<file path="config.mk">
export PLATFORM = sky130hd
export DESIGN_NAME = crop_sequencer_flat
export DESIGN_NICKNAME = d
export VERILOG_FILES = /design/src/rtl/crop_sequencer_if.sv /design/src/rtl/crop_sequencer.sv /design/src/flat_wrapper.sv
export SDC_FILE = /design/constraint.sdc
export NUM_CORES = 1
export LEC_CHECK = 0
export BUFFER_PORTS_ARGS = -buffer_cell sky130_fd_sc_hd__buf_2
export CORE_AREA = 2 2 99 173
export DETAILED_ROUTE_END_ITERATION = 16
export DIE_AREA = 0 0 101 175
export PLACE_DENSITY = 0.45
export SLEW_MARGIN = 40
export SYNTH_ARGS = -nofsm -noshare
export SYNTH_HDL_FRONTEND = slang
export SYNTH_SLANG_ARGS = --single-unit
</file>
<file path="constraint.sdc">
create_clock -name ap_clk -period 3.89 [get_ports ap_clk]
set_clock_uncertainty 0.2 [all_clocks]
set_input_delay 0.9725 -clock ap_clk [delete_from_list [all_inputs] [get_ports ap_clk]]
set_output_delay 0.9725 -clock ap_clk [all_outputs]
set_load 0.02 [all_outputs]
</file>
<file path="src/rtl/crop_sequencer_if.sv">
// Stream bundle for crop_sequencer: {Y1,X1} request input plus the Y1/X1 coordinate outputs.
// The slave modport is the sequencer's view; the master modport is the upstream/downstream view.
interface crop_sequencer_if #(
    parameter int ROW_W = 10,
    parameter int COL_W = 10
);
    logic [ROW_W+COL_W-1:0] req_TDATA;
    logic                   req_TVALID;
    logic                   req_TREADY;

    logic [ROW_W-1:0]       crop_Y1_TDATA;
    logic                   crop_Y1_TVALID;
    logic                   crop_Y1_TREADY;

    logic [COL_W-1:0]       crop_X1_TDATA;
    logic                   crop_X1_TVALID;
    logic                   crop_X1_TREADY;

    modport slave (
        input  req_TDATA, req_TVALID,
        output req_TREADY,
        output crop_Y1_TDATA, crop_Y1_TVALID,
        input  crop_Y1_TREADY,
        output crop_X1_TDATA, crop_X1_TVALID,
        input  crop_X1_TREADY
    );

    modport master (
        output req_TDATA, req_TVALID,
        input  req_TREADY,
        input  crop_Y1_TDATA, crop_Y1_TVALID,
        output crop_Y1_TREADY,
        input  crop_X1_TDATA, crop_X1_TVALID,
        output crop_X1_TREADY
    );
endinterface

</file>
<file path="src/rtl/crop_sequencer.sv">
// Frame-level crop sequencer: buffers {Y1,X1} requests, launches the crop core once per crop.
// Optional feature: define CROP_CLAMP_EN to clamp popped coordinates so the crop stays in-image.
module crop_sequencer #(
    parameter int IN_ROWS          = 100,
    parameter int IN_COLS          = 160,
    parameter int OUT_ROWS         = 48,
    parameter int OUT_COLS         = 48,
    parameter int IMG_ROW_BITWIDTH = 10,
    parameter int IMG_COL_BITWIDTH = 10,
    parameter int REQ_DEPTH        = 4
) (
    input  logic       ap_clk,
    input  logic       ap_rst_n,
    input  logic       ap_start,
    input  logic [2:0] n_crops,
    output logic       ap_done,
    output logic       ap_idle,
    output logic       ap_ready,
    output logic       core_start,
    input  logic       core_done,
    output logic [2:0] crop_count,
    crop_sequencer_if.slave bus
);
    localparam int RW = IMG_ROW_BITWIDTH;
    localparam int CW = IMG_COL_BITWIDTH;
    localparam int AW = $clog2(REQ_DEPTH);
    localparam logic [AW:0] DEPTH_P = (AW+1)'(REQ_DEPTH);

    typedef enum logic [2:0] {
        S_IDLE, S_WAIT_REQ, S_LAUNCH, S_SEND, S_WAIT_DONE, S_FINISH
    } state_t;

    state_t            r_state;
    logic [RW+CW-1:0]  r_fifo_mem [REQ_DEPTH];
    logic [AW:0]       r_wr_ptr;
    logic [AW:0]       r_rd_ptr;
    logic [RW-1:0]     r_y1;
    logic [CW-1:0]     r_x1;
    logic              r_y_valid;
    logic              r_x_valid;
    logic              r_core_start;
    logic              r_ap_done;
    logic              r_ap_idle;
    logic              r_ap_ready;
    logic              r_done_latched;
    logic [2:0]        r_n_crops;
    logic [2:0]        r_crop_count;

    logic              w_full;
    logic              w_empty;
    logic              w_push;
    logic              w_pop;
    logic [RW-1:0]     w_head_y;
    logic [CW-1:0]     w_head_x;
    logic [RW-1:0]     w_pop_y;
    logic [CW-1:0]     w_pop_x;
    logic              w_y_hs;
    logic              w_x_hs;
    logic              w_y_clear;
    logic              w_x_clear;
    logic              w_done_seen;

    // Pointers carry one extra wrap bit so full and empty are distinguishable.
    assign w_full  = (r_wr_ptr - r_rd_ptr) == DEPTH_P;
    assign w_empty = (r_wr_ptr == r_rd_ptr);
    assign w_push  = bus.req_TVALID && !w_full;
    assign w_pop   = (r_state == S_WAIT_REQ) && !w_empty;

    assign w_head_y = r_fifo_mem[r_rd_ptr[AW-1:0]][CW +: RW];
    assign w_head_x = r_fifo_mem[r_rd_ptr[AW-1:0]][CW-1:0];

`ifdef CROP_CLAMP_EN
    localparam logic [RW-1:0] MAX_Y = RW'(IN_ROWS - OUT_ROWS);
    localparam logic [CW-1:0] MAX_X = CW'(IN_COLS - OUT_COLS);
    assign w_pop_y = (w_head_y > MAX_Y) ? MAX_Y : w_head_y;
    assign w_pop_x = (w_head_x > MAX_X) ? MAX_X : w_head_x;
`else
    assign w_pop_y = w_head_y;
    assign w_pop_x = w_head_x;
`endif

    // A channel counts as finished once its valid is low after this edge.
    assign w_y_hs      = r_y_valid && bus.crop_Y1_TREADY;
    assign w_x_hs      = r_x_valid && bus.crop_X1_TREADY;
    assign w_y_clear   = !r_y_valid || bus.crop_Y1_TREADY;
    assign w_x_clear   = !r_x_valid || bus.crop_X1_TREADY;
    assign w_done_seen = core_done || r_done_latched;

    always_ff @(posedge ap_clk) begin
        if (w_push) begin
            r_fifo_mem[r_wr_ptr[AW-1:0]] <= bus.req_TDATA;
        end
    end

    always_ff @(posedge ap_clk or negedge ap_rst_n) begin
        if (!ap_rst_n) begin
            r_wr_ptr <= '0;
            r_rd_ptr <= '0;
        end else begin
            if (w_push) r_wr_ptr <= r_wr_ptr + 1'b1;
            if (w_pop)  r_rd_ptr <= r_rd_ptr + 1'b1;
        end
    end

    always_ff @(posedge ap_clk or negedge ap_rst_n) begin
        if (!ap_rst_n) begin
            r_state        <= S_IDLE;
            r_y1           <= '0;
            r_x1           <= '0;
            r_y_valid      <= 1'b0;
            r_x_valid      <= 1'b0;
            r_core_start   <= 1'b0;
            r_ap_done      <= 1'b0;
            r_ap_idle      <= 1'b1;
            r_ap_ready     <= 1'b1;
            r_done_latched <= 1'b0;
            r_n_crops      <= '0;
            r_crop_count   <= '0;
        end else begin
            r_core_start <= 1'b0;
            r_ap_done    <= 1'b0;
            if (w_y_hs) r_y_valid <= 1'b0;
            if (w_x_hs) r_x_valid <= 1'b0;

            case (r_state)
                S_IDLE: begin
                    if (ap_start) begin
                        r_n_crops      <= n_crops;
                        r_crop_count   <= '0;
                        r_done_latched <= 1'b0;
                        r_ap_idle      <= 1'b0;
                        r_ap_ready     <= 1'b0;
                        if (n_crops == 3'd0) begin
                            r_state   <= S_FINISH;
                            r_ap_done <= 1'b1;
                        end else begin
                            r_state <= S_WAIT_REQ;
                        end
                    end
                end
                S_WAIT_REQ: begin
                    if (!w_empty) begin
                        r_y1         <= w_pop_y;
                        r_x1         <= w_pop_x;
                        r_core_start <= 1'b1;
                        r_y_valid    <= 1'b1;
                        r_x_valid    <= 1'b1;
                        r_state      <= S_LAUNCH;
                    end
                end
                S_LAUNCH: begin
                    // The core may answer as soon as it sees core_start.
                    if (core_done) r_done_latched <= 1'b1;
                    r_state <= S_SEND;
                end
                S_SEND: begin
                    if (core_done) r_done_latched <= 1'b1;
                    if (w_y_clear && w_x_clear) r_state <= S_WAIT_DONE;
                end
                S_WAIT_DONE: begin
                    if (w_done_seen) begin
                        r_done_latched <= 1'b0;
                        r_crop_count   <= r_crop_count + 3'd1;
                        if (r_crop_count + 3'd1 == r_n_crops) begin
                            r_state   <= S_FINISH;
                            r_ap_done <= 1'b1;
                        end else begin
                            r_state <= S_WAIT_REQ;
                        end
                    end
                end
                S_FINISH: begin
                    r_state    <= S_IDLE;
                    r_ap_idle  <= 1'b1;
                    r_ap_ready <= 1'b1;
                end
                default: begin
                    r_state    <= S_IDLE;
                    r_ap_idle  <= 1'b1;
                    r_ap_ready <= 1'b1;
                end
            endcase
        end
    end

    assign bus.req_TREADY     = !w_full;
    assign bus.crop_Y1_TDATA  = r_y1;
    assign bus.crop_Y1_TVALID = r_y_valid;
    assign bus.crop_X1_TDATA  = r_x1;
    assign bus.crop_X1_TVALID = r_x_valid;
    assign core_start         = r_core_start;
    assign ap_done            = r_ap_done;
    assign ap_idle            = r_ap_idle;
    assign ap_ready           = r_ap_ready;
    assign crop_count         = r_crop_count;
endmodule

</file>
<file path="src/flat_wrapper.sv">
// flat-port wrapper written by rule: the top's interface ports become plain ports
module crop_sequencer_flat 
#(
    parameter int IN_ROWS          = 100,
    parameter int IN_COLS          = 160,
    parameter int OUT_ROWS         = 48,
    parameter int OUT_COLS         = 48,
    parameter int IMG_ROW_BITWIDTH = 10,
    parameter int IMG_COL_BITWIDTH = 10,
    parameter int REQ_DEPTH        = 4
)
  (ap_clk, ap_rst_n, ap_start, n_crops, ap_done, ap_idle, ap_ready, core_start, core_done, crop_count, bus_req_TDATA, bus_req_TVALID, bus_req_TREADY, bus_crop_Y1_TDATA, bus_crop_Y1_TVALID, bus_crop_Y1_TREADY, bus_crop_X1_TDATA, bus_crop_X1_TVALID, bus_crop_X1_TREADY);
  crop_sequencer_if #(.ROW_W(10), .COL_W(10)) bus_i ();
  input  logic ap_clk;
  input  logic ap_rst_n;
  input  logic ap_start;
  input  logic [2:0] n_crops;
  output logic ap_done;
  output logic ap_idle;
  output logic ap_ready;
  output logic core_start;
  input  logic core_done;
  output logic [2:0] crop_count;
  input wire logic [$bits(bus_i.req_TDATA)-1:0] bus_req_TDATA;
  input wire logic [$bits(bus_i.req_TVALID)-1:0] bus_req_TVALID;
  output wire logic [$bits(bus_i.req_TREADY)-1:0] bus_req_TREADY;
  output wire logic [$bits(bus_i.crop_Y1_TDATA)-1:0] bus_crop_Y1_TDATA;
  output wire logic [$bits(bus_i.crop_Y1_TVALID)-1:0] bus_crop_Y1_TVALID;
  input wire logic [$bits(bus_i.crop_Y1_TREADY)-1:0] bus_crop_Y1_TREADY;
  output wire logic [$bits(bus_i.crop_X1_TDATA)-1:0] bus_crop_X1_TDATA;
  output wire logic [$bits(bus_i.crop_X1_TVALID)-1:0] bus_crop_X1_TVALID;
  input wire logic [$bits(bus_i.crop_X1_TREADY)-1:0] bus_crop_X1_TREADY;
  assign bus_i.req_TDATA = bus_req_TDATA;
  assign bus_i.req_TVALID = bus_req_TVALID;
  assign bus_req_TREADY = bus_i.req_TREADY;
  assign bus_crop_Y1_TDATA = bus_i.crop_Y1_TDATA;
  assign bus_crop_Y1_TVALID = bus_i.crop_Y1_TVALID;
  assign bus_i.crop_Y1_TREADY = bus_crop_Y1_TREADY;
  assign bus_crop_X1_TDATA = bus_i.crop_X1_TDATA;
  assign bus_crop_X1_TVALID = bus_i.crop_X1_TVALID;
  assign bus_i.crop_X1_TREADY = bus_crop_X1_TREADY;
  crop_sequencer #(.IN_ROWS(IN_ROWS), .IN_COLS(IN_COLS), .OUT_ROWS(OUT_ROWS), .OUT_COLS(OUT_COLS), .IMG_ROW_BITWIDTH(IMG_ROW_BITWIDTH), .IMG_COL_BITWIDTH(IMG_COL_BITWIDTH), .REQ_DEPTH(REQ_DEPTH)) u_core (.ap_clk(ap_clk), .ap_rst_n(ap_rst_n), .ap_start(ap_start), .n_crops(n_crops), .ap_done(ap_done), .ap_idle(ap_idle), .ap_ready(ap_ready), .core_start(core_start), .core_done(core_done), .crop_count(crop_count), .bus(bus_i));
endmodule
</file>
* Yosys cells after proc, flatten, opt, wreduce, memory -nomap -nowiden
Memories as Yosys holds them, arrays and structs flattened. A register that Yosys moved wholly into a read port is not among the register bits.
Index checks and enable logic that the tools add are counted.
** Word-level totals
- Bits in registers :: 21
- Memory bits (writable) :: 80
- Input port bits :: 30
- Output and inout bits :: 30
- Logic and storage cells :: 85
- Memories kept :: 1
** Memories
- u_core.r_fifo_mem :: depth 4, width 20, rd ports 1, clocked after Yosys merged registers in 1, wr ports 1, line crop_sequencer.sv:34 : logic [RW+CW-1:0] r_fifo_mem [REQ_DEPTH];
** Operators by class
- Add/subtract/negate cells :: 4
- Equality and inequality tests :: 12
- Multiplexer cells :: 30
- Bitwise gates (word level) :: 2
- Reductions and logical operators :: 25
** Operators with widths (count)
- $mux 3 :: 8
- $mux 1 :: 17
- $pmux 3 s5 :: 1
- $add 3x1->3 const B :: 3
- $reduce_and 4->1 :: 2
- $eq 3x2->1 const B :: 2
- $eq 3x3->1 :: 2
- $eq 3x3->1 const B :: 2
- $logic_not 3->1 :: 2
- $ne 2x1->1 const B :: 3
- $pmux 3 s2 :: 1
- $reduce_and 2->1 :: 3
- $logic_and 1x1->1 :: 5
- $logic_not 1->1 :: 5
- $ne 2x2->1 const B :: 2
- $pmux 1 s2 :: 2
- $reduce_or 4->1 :: 1
- $eq 3x1->1 const B :: 1
- $logic_or 1x1->1 :: 3
- $pmux 1 s3 :: 1
- $reduce_and 3->1 :: 1
- $reduce_bool 3->1 :: 1
- $sub 3x3->3 :: 1
- $not 1->1 :: 2
- other kinds (2) :: 2

* Logic depth before layout (Yosys ltp)
Gate-level depths: netlist of the first run.
- Depth in word-level cells :: 6
- Gate-level depth with buffers :: 9
- Gate-level depth less buffers :: 6

* Least setup slack after synthesis of the first run
Ideal clock, no wire load.
- Path type :: register to register
- Start :: register u_core.r_rd_ptr[1]
- End :: memory u_core.r_fifo_mem[3][0] in the netlist's numbering, enable pin
- Library setup time :: 407 ps
- Arrival time :: 2482 ps
- Data required time :: 3283 ps
- Setup slack :: 802 ps
- Cell stages (with the launch flop) :: 7
- Buffers on the path :: 2
- Period minus slack after synthesis :: 3088 ps
- Cells stage by stage :: dfrtp_1 > clkbuf_1 > inv_1 > ha_1 > and2_1 > clkbuf_1 > a21oi_1
** Between the ends
- Cells in the longest elaborated chain, start to end :: 6
** Ends and longest elaborated chain
- start, declared :: line crop_sequencer.sv:36 : logic [AW:0] r_rd_ptr;
- start signal, assigned :: line crop_sequencer.sv:101 : if (w_pop) r_rd_ptr <= r_rd_ptr + 1'b1;
- $sub 3x3->3 :: line crop_sequencer.sv:64 : assign w_full = (r_wr_ptr - r_rd_ptr) == DEPTH_P;
- $eq 3x3->1 :: line crop_sequencer.sv:64
- $logic_not 1->1 :: line crop_sequencer.sv:66 : assign w_push = bus.req_TVALID && !w_full;
- $logic_and 1x1->1 :: line crop_sequencer.sv:66
- $mux 1 :: line crop_sequencer.sv:90 : if (w_push) begin
- $mux 1 (not written as such) :: line crop_sequencer.sv:91 : r_fifo_mem[r_wr_ptr[AW-1:0]] <= bus.req_TDATA;
- end, declared :: line crop_sequencer.sv:34
No other way between the ends.

* Worst setup path in the final report of the first run
- Start :: register u_core.r_wr_ptr[0]
- End :: output bus_req_TREADY
** Between the ends
- Cells in the longest elaborated chain, start to end :: 3
** Ends and longest elaborated chain
- start, declared :: line crop_sequencer.sv:35 : logic [AW:0] r_wr_ptr;
- start signal, assigned :: line crop_sequencer.sv:100 : if (w_push) r_wr_ptr <= r_wr_ptr + 1'b1;
- $sub 3x3->3 :: line crop_sequencer.sv:64
- $eq 3x3->1 :: line crop_sequencer.sv:64
- $logic_not 1->1 :: line crop_sequencer.sv:186 : assign bus.req_TREADY = !w_full;
- end, declared :: line flat_wrapper.sv:26 : output wire logic [$bits(bus_i.req_TREADY)-1:0] bus_req_TREADY;
No other way between the ends.

==> flow_metrics.env, run 1 <==
export IMPL_fillers=1548
export IMPL_rsz0062_at_grt="no"
export IMPL_finalSetupViolCount=0
export IMPL_tns_ns=0
export IMPL_ys_seq_area_share_pct=71.3
export IMPL_critPathArrivalTime_ns=1.83
export IMPL_cpPeakStageDelay_ns=0.38
export IMPL_layout_cells_most_common="edfxtp_1"
export IMPL_critical_path_slowest_cell="dfrtp_1"
export IMPL_place_inst=510
export IMPL_power_leakage_uw=0.00227
export IMPL_syn_num_nets=302
export IMPL_crit_path_end_kind="primary output"
export IMPL_antenna_found_initial=0
export IMPL_grt_pass1_wl_um=15400
export IMPL_postSynthCellCount=264
export IMPL_final_net_count=375
export IMPL_status="complete, no violations"
export IMPL_yosysWarningCount=0
export IMPL_ys_seq_elements=121
export IMPL_synth_edff_count=80
export IMPL_ys_types=36
export IMPL_final_layout_size_suffix_gt1_share_pct=42.3
export IMPL_vias=2507
export IMPL_path_class="reg -> out"
export IMPL_synthArstFlopShare_pct=33.9
export IMPL_die_x_um=101
export IMPL_crit_start="u_core.r_wr_ptr[0]"
export IMPL_min_period_ns=3.00
export IMPL_start_util_pct=29.5
export IMPL_seqPwrFrac_pct=38.2
export IMPL_drc=0
export IMPL_finalWorstSetupSlack_ns=0.888
export IMPL_place_ws_ns=1.30
export IMPL_core_mm2=0.0163
export IMPL_clock_sinks=121
export IMPL_cts_setup_buffers=0
export IMPL_fmax_ghz=0.333
export IMPL_grt_ovfl_total=0
export IMPL_min_period_over_period_pct=77.2
export IMPL_final_cell_mix="edfxtp_1 (80), buf_2 (59), dfrtp_1 (39), mux2_2 (23), mux4_2 (20)"
export IMPL_ioPinCount=60
export IMPL_dieArea_mm2=0.0177
export IMPL_power_frac_comb_pct=32.1
export IMPL_sw_frac_of_total_pct=32.5
export IMPL_cts_made_buffers=17
export IMPL_p_sw_uw=1730
export IMPL_drtIter0Drc=75
export IMPL_p_clk_share_pct=29.8
export IMPL_slew_violations=0
export IMPL_avgSynthCellArea_um2=18.2
export IMPL_grt_pass1_vias=2805
export IMPL_power_density_mw_per_mm2=893
export IMPL_synth_ff_type="edfxtp_1"
export IMPL_final_cells=542
export IMPL_insertion_delay_ns=0.40
export IMPL_area_growth_pct=23.9
export IMPL_max_vdd_ir_drop_v=0.000352
export IMPL_path_clk_slew_ns=0.06
export IMPL_maxCapViolCount=0
export IMPL_cts_root_buf="clkbuf_16"
export IMPL_rr_startpoint="u_core.r_wr_ptr[0]"
export IMPL_htree_num_levels=4
export IMPL_cts_hold_buf=0
export IMPL_numPortBuffers=59
export IMPL_cts_repair_resized=0
export IMPL_syn_area_mm2=0.00481
export IMPL_path_delay_family="flip-flops"
export IMPL_gp_congestion=0.725
export IMPL_required_ns=2.72
export IMPL_p_int_uw=3590
export IMPL_die_h_um=175
export IMPL_worstHoldStart="u_core.bus.crop_Y1_TDATA[3]"
export IMPL_vias_per_cell=4.63
export IMPL_tightest_slew_ns=0.565
export IMPL_rows=62
export IMPL_grt_max_degree=26
export IMPL_final_hold_violation_count=0
export IMPL_antenna_left=0
export IMPL_final_core_util_pct=36.6
export IMPL_cts_tree="yes"
export IMPL_first_pass_iters=4
export IMPL_wl_per_cell_um=18.0
export IMPL_path_buf_inv=2
export IMPL_dp_hpwl_um=5970
export IMPL_start_kind="flop"
export IMPL_antenna_cells=0
export IMPL_gr_usage_all_layers_pct=12.0
export IMPL_maxSlewHeadroom_pct=62.3
export IMPL_worstPathCellList="inv_1 > ha_1 > nor2b_1 > xnor2_1 > nand2_1 > buf_2"
export IMPL_routed_wl_um=9740
export IMPL_critPathMaxFanout=4
export IMPL_hold_path_class="reg -> reg"
export IMPL_cts_max_path_buffers=2
## path summary, 6_finish.rpt
path | endpoint | slack (ns) | depth (start not counted)
max in group asynchronous | u_core.r_rd_ptr[0] | 2.37 | 2
worst max register to register | u_core.bus.crop_Y1_TDATA[6] | 1.39 | 6
worst min-delay path | u_core.bus.crop_Y1_TDATA[3] | 0.30 | 1
min in group asynchronous | u_core.bus.crop_Y1_TDATA[9] | 0.36 | 1
worst max-delay path | bus_req_TREADY | 0.89 | 6
worst min register to register | u_core.bus.crop_Y1_TDATA[3] | 0.30 | 1
## power groups by stage
stage	combinational [µW]	clock, µW	sequential, µW
floorplan	1130	0	2150
global route	1880	1690	2090
global placement	1750	0	2050
CTS	1770	1630	2040
finish	1710	1580	2030
detailed placement	1770	0	2070
## flip-flops by register name, indices dropped and copies added, names as in the netlist
signal / flops
u_core.bus.crop_X1_TDATA: 10
u_core.crop_count: 3
u_core.r_done_latched: 1
u_core.ap_idle: 1
u_core.r_rd_ptr: 3
u_core.bus.crop_Y1_TVALID: 1
u_core.ap_done: 1
u_core.r_fifo_mem: 80
u_core.core_start: 1
u_core.r_n_crops: 3
u_core.r_state: 3
u_core.bus.crop_Y1_TDATA: 10
u_core.bus.crop_X1_TVALID: 1
u_core.r_wr_ptr: 3
## through the flow
stage / power (µW) / hold slack, ns / cell area (µm²)
floorplan: 3280 / 0.291 / 4810
global placement: 3800 / 0.284 / 5350
detailed placement: 3830 / 0.291 / 5360
CTS: 5440 / 0.304 / 5960
global route: 5660 / 0.330 / 5960
finish: 5320 / 0.300 / 5960
## final cells by class
type | instances | area (µm²) | share of cell area [%]
flip-flops and latches | 121 | 3430 | 57.6
multi-input cells | 126 | 1310 | 22.0
clock buffers | 18 | 429 | 7.20
repair buffers | 67 | 363 | 6.09
well taps | 192 | 240 | 4.03
clock inverters | 14 | 171 | 2.88
inverters | 4 | 15.0 | 0.252
## routing by layer
layer / vias up / part of all wire, % / GRT usage (%)
met2: 58 / 57 / 22.4
li1: 1161 / - / -
met4: 0 / 1.4 / 4.90
met1: 1279 / 37 / 12.1
met5: - / 0 / 0
met3: 9 / 4.1 / 3.52
## synthesized netlist by cell type (3+ instances only)
cell      number  area [µm²]
nor2_1         7        26.3
nand3_1        3        15.0
mux2_2        23         259
and2_1         4        25.0
mux4_2        20         450
inv_1          4        15.0
xnor2_1        5        43.8
nand2b_1       3        18.8
edfxtp_1      80        2400
xor2_1         4        35.0
o21ai_0       12        60.1
ha_1           8         100
dfrtp_1       40        1000
clkbuf_1       8        30.0
a21oi_1        4        20.0
nand2_1       11        41.3
nor2b_1        3        18.8
## cell families after synthesis
group / count (synthesis) / synth area share [%]
DFF: 121 / 71.3
muxes: 45 / 15.2
and+or+nand+nor: 37 / 3.85
AOI/OAI and AO/OA: 26 / 3.80
buffers and inverters: 17 / 1.72
xor gates and xnor gates: 10 / 2.11
adders and majority gates: 8 / 2.08
(Power assumes the default switching activity.)
==> run 2: changes to the inputs <==
PLACE_DENSITY = 0.47   (was 0.45)
clock period = 2.5 ns   (was 3.89 ns; I/O delays follow)
==> flow_metrics.env, run 2 (synthesized netlist as in run 1, its figures left out) <==
export IMPL_status="complete, no violations"
export IMPL_r2r_cells=5
export IMPL_rows=62
export IMPL_gp_congestion=0.733
export IMPL_cts_root_buf="clkbuf_16"
export IMPL_grt_ovfl_total=0
export IMPL_path_delay_family="flip-flops"
export IMPL_critPathArrivalTime_ns=1.59
export IMPL_path_class="reg -> out"
export IMPL_power_leakage_uw=0.00236
export IMPL_p_int_uw=5770
export IMPL_area_growth_pct=28.0
export IMPL_dp_hpwl_um=6200
export IMPL_finalWorstSetupSlack_ns=0.0874
export IMPL_whs_path_depth=1
export IMPL_place_area_mm2=0.00551
export IMPL_antenna_found_initial=0
export IMPL_cts_made_buffers=17
export IMPL_largest_reg_flops=80
export IMPL_grt_pass1_vias=2909
export IMPL_gr_usage_all_layers_pct=12.3
export IMPL_fillers=1541
export IMPL_tns_ns=0
export IMPL_final_cell_mix="edfxtp_1 (80), buf_2 (58), dfrtp_1 (38), mux4_2 (20), clkbuf_16 (17)"
export IMPL_final_net_count=384
export IMPL_cts_tree="yes"
export IMPL_reg2reg_slack_ns=0.29
export IMPL_rr_startpoint="u_core.r_wr_ptr[1]"
export IMPL_place_inst=514
export IMPL_layout_cells_most_common="edfxtp_1"
export IMPL_grt_max_degree=42
export IMPL_seqPwrFrac_pct=37.0
export IMPL_path_buf_inv=2
export IMPL_vias_per_cell=4.69
export IMPL_critical_path_slowest_cell="dfrtp_1"
export IMPL_vias=2585
export IMPL_worstPathCellList="inv_2 > ha_4 > nor2b_2 > xnor2_2 > nand2_1 > buf_4"
export IMPL_power_frac_comb_pct=36.0
export IMPL_hold_end="u_core.r_fifo_mem[3][11]"
export IMPL_hold_slack_ns=0.229
export IMPL_die_x_um=101
export IMPL_ioPinCount=60
export IMPL_place_ws_ns=0.190
export IMPL_antenna_left=0
export IMPL_grt_pass1_wl_um=15900
export IMPL_p_clk_share_pct=27.0
export IMPL_required_ns=1.67
export IMPL_wl_per_cell_um=18.1
export IMPL_maxSlewHeadroom_pct=69.3
export IMPL_final_hold_violation_count=0
export IMPL_dieArea_mm2=0.0177
export IMPL_start_util_pct=29.5
export IMPL_drc=0
export IMPL_grt_use_met3_pct=3.68
export IMPL_hold_path_class="in -> reg"
export IMPL_tightest_slew_ns=0.460
export IMPL_cpPeakStageDelay_ns=0.38
export IMPL_register_area_mm2=0.00343
export IMPL_met2_usage_pct=22.8
export IMPL_sw_frac_of_total_pct=33.3
export IMPL_max_vdd_ir_drop_v=0.000436
export IMPL_fmax_ghz=0.414
export IMPL_finalSetupViolCount=0
export IMPL_min_period_over_period_pct=96.5
export IMPL_final_layout_size_suffix_gt1_share_pct=47.1
export IMPL_slew_violations=0
export IMPL_drtIter0Drc=127
export IMPL_final_cells=551
export IMPL_crit_path_end_kind="primary output"
export IMPL_worstHoldStart="bus_req_TDATA[11]"
export IMPL_numPortBuffers=59
export IMPL_antenna_cells=0
export IMPL_fin_area_mm2=0.00616
export IMPL_maxCapViolCount=0
export IMPL_power_density_mw_per_mm2=1400
export IMPL_cts_max_path_buffers=2
export IMPL_p_sw_uw=2880
export IMPL_rsz0062_at_grt="no"
export IMPL_critPathMaxFanout=3
export IMPL_multiInputGateArea_mm2=0.00140
export IMPL_clock_sinks=121
export IMPL_core_mm2=0.0163
export IMPL_min_period_ns=2.41
export IMPL_htree_num_levels=4
export IMPL_start_kind="flop"
export IMPL_die_h_um=175
export IMPL_path_clk_slew_ns=0.06
export IMPL_busiest_layer="met2"
export IMPL_first_pass_iters=4
export IMPL_met1_usage_pct=12.6
export IMPL_insertion_delay_ns=0.41
export IMPL_routed_wl_um=9960
export IMPL_r2r_end="u_core.bus.crop_X1_TDATA[5]"
[run 2: cell types whose count changed in the layout (fill, tap and decap cells not counted), moves of 3 or more]
cell    delta
mux2_4    +10
mux2_2     -9
buf_12     +6
and2_1     -4
buf_4      +4
and2_2     +3
[run 2: how the worst max path moves through the flow]
stage | from | to | slack (ns) | depth (start not counted)
floorplan | u_core.r_rd_ptr[1] | u_core.bus.crop_X1_TDATA[6] | 0.002 | 8
global placement | u_core.r_wr_ptr[0] | bus_req_TREADY | 0.22 | 6
detailed placement | u_core.r_wr_ptr[0] | u_core.bus.crop_X1_TDATA[3] | 0.19 | 6
CTS | u_core.r_wr_ptr[1] | bus_req_TREADY | 0.01 | 5
global route | u_core.r_wr_ptr[0] | bus_req_TREADY | 0.01 | 6
finish | u_core.r_wr_ptr[0] | bus_req_TREADY | 0.09 | 6
[run 2: per-layer routing]
layer	vias up	routed length (µm)	part of all wire, %
li1	1182	-	-
met1	1336	3700	37
met2	57	5770	58
met3	10	359	3.6
met4	0	124	1.2
met5	-	0	0
[run 2: layout make-up]
cell class | instances | share of cell area [%]
Clock buffer | 17 | 6.91
Clock inverter | 15 | 2.32
Inverter | 4 | 0.284
Multi-Input combinational cell | 126 | 22.7
Sequential cell | 121 | 55.7
Tap cell | 192 | 3.90
Timing Repair Buffer | 76 | 8.17
[run 2: power by group through the flow]
stage	Sequential, µW	Clock [µW]	Combinational, µW
after floorplan	3350	0	1950
after global placement	3220	0	3010
after detailed placement	3240	0	3040
after CTS	3210	2390	3150
after global routing	3270	2490	3400
final	3200	2330	3110
[run 2: stage by stage]
step | utilization (%) | power [µW]
finish | 37.8 | 8640
global route | 37.8 | 9160
CTS | 37.6 | 8750
detailed placement | 33.8 | 6280
global placement | 33.8 | 6240
floorplan | - | 5300
[run 2: repair_timing]
| action | CTS | global route |
|---|---|---|
| endpoints found under the setup margin | 1 | 1 |
| pin swaps | 1 | 0 |
| gates resized for setup | 6 | 2 |
| setup buffers | 2 | 3 |
| hold endpoints to repair | 24 | 0 |
| hold buffers | 1 | 0 |
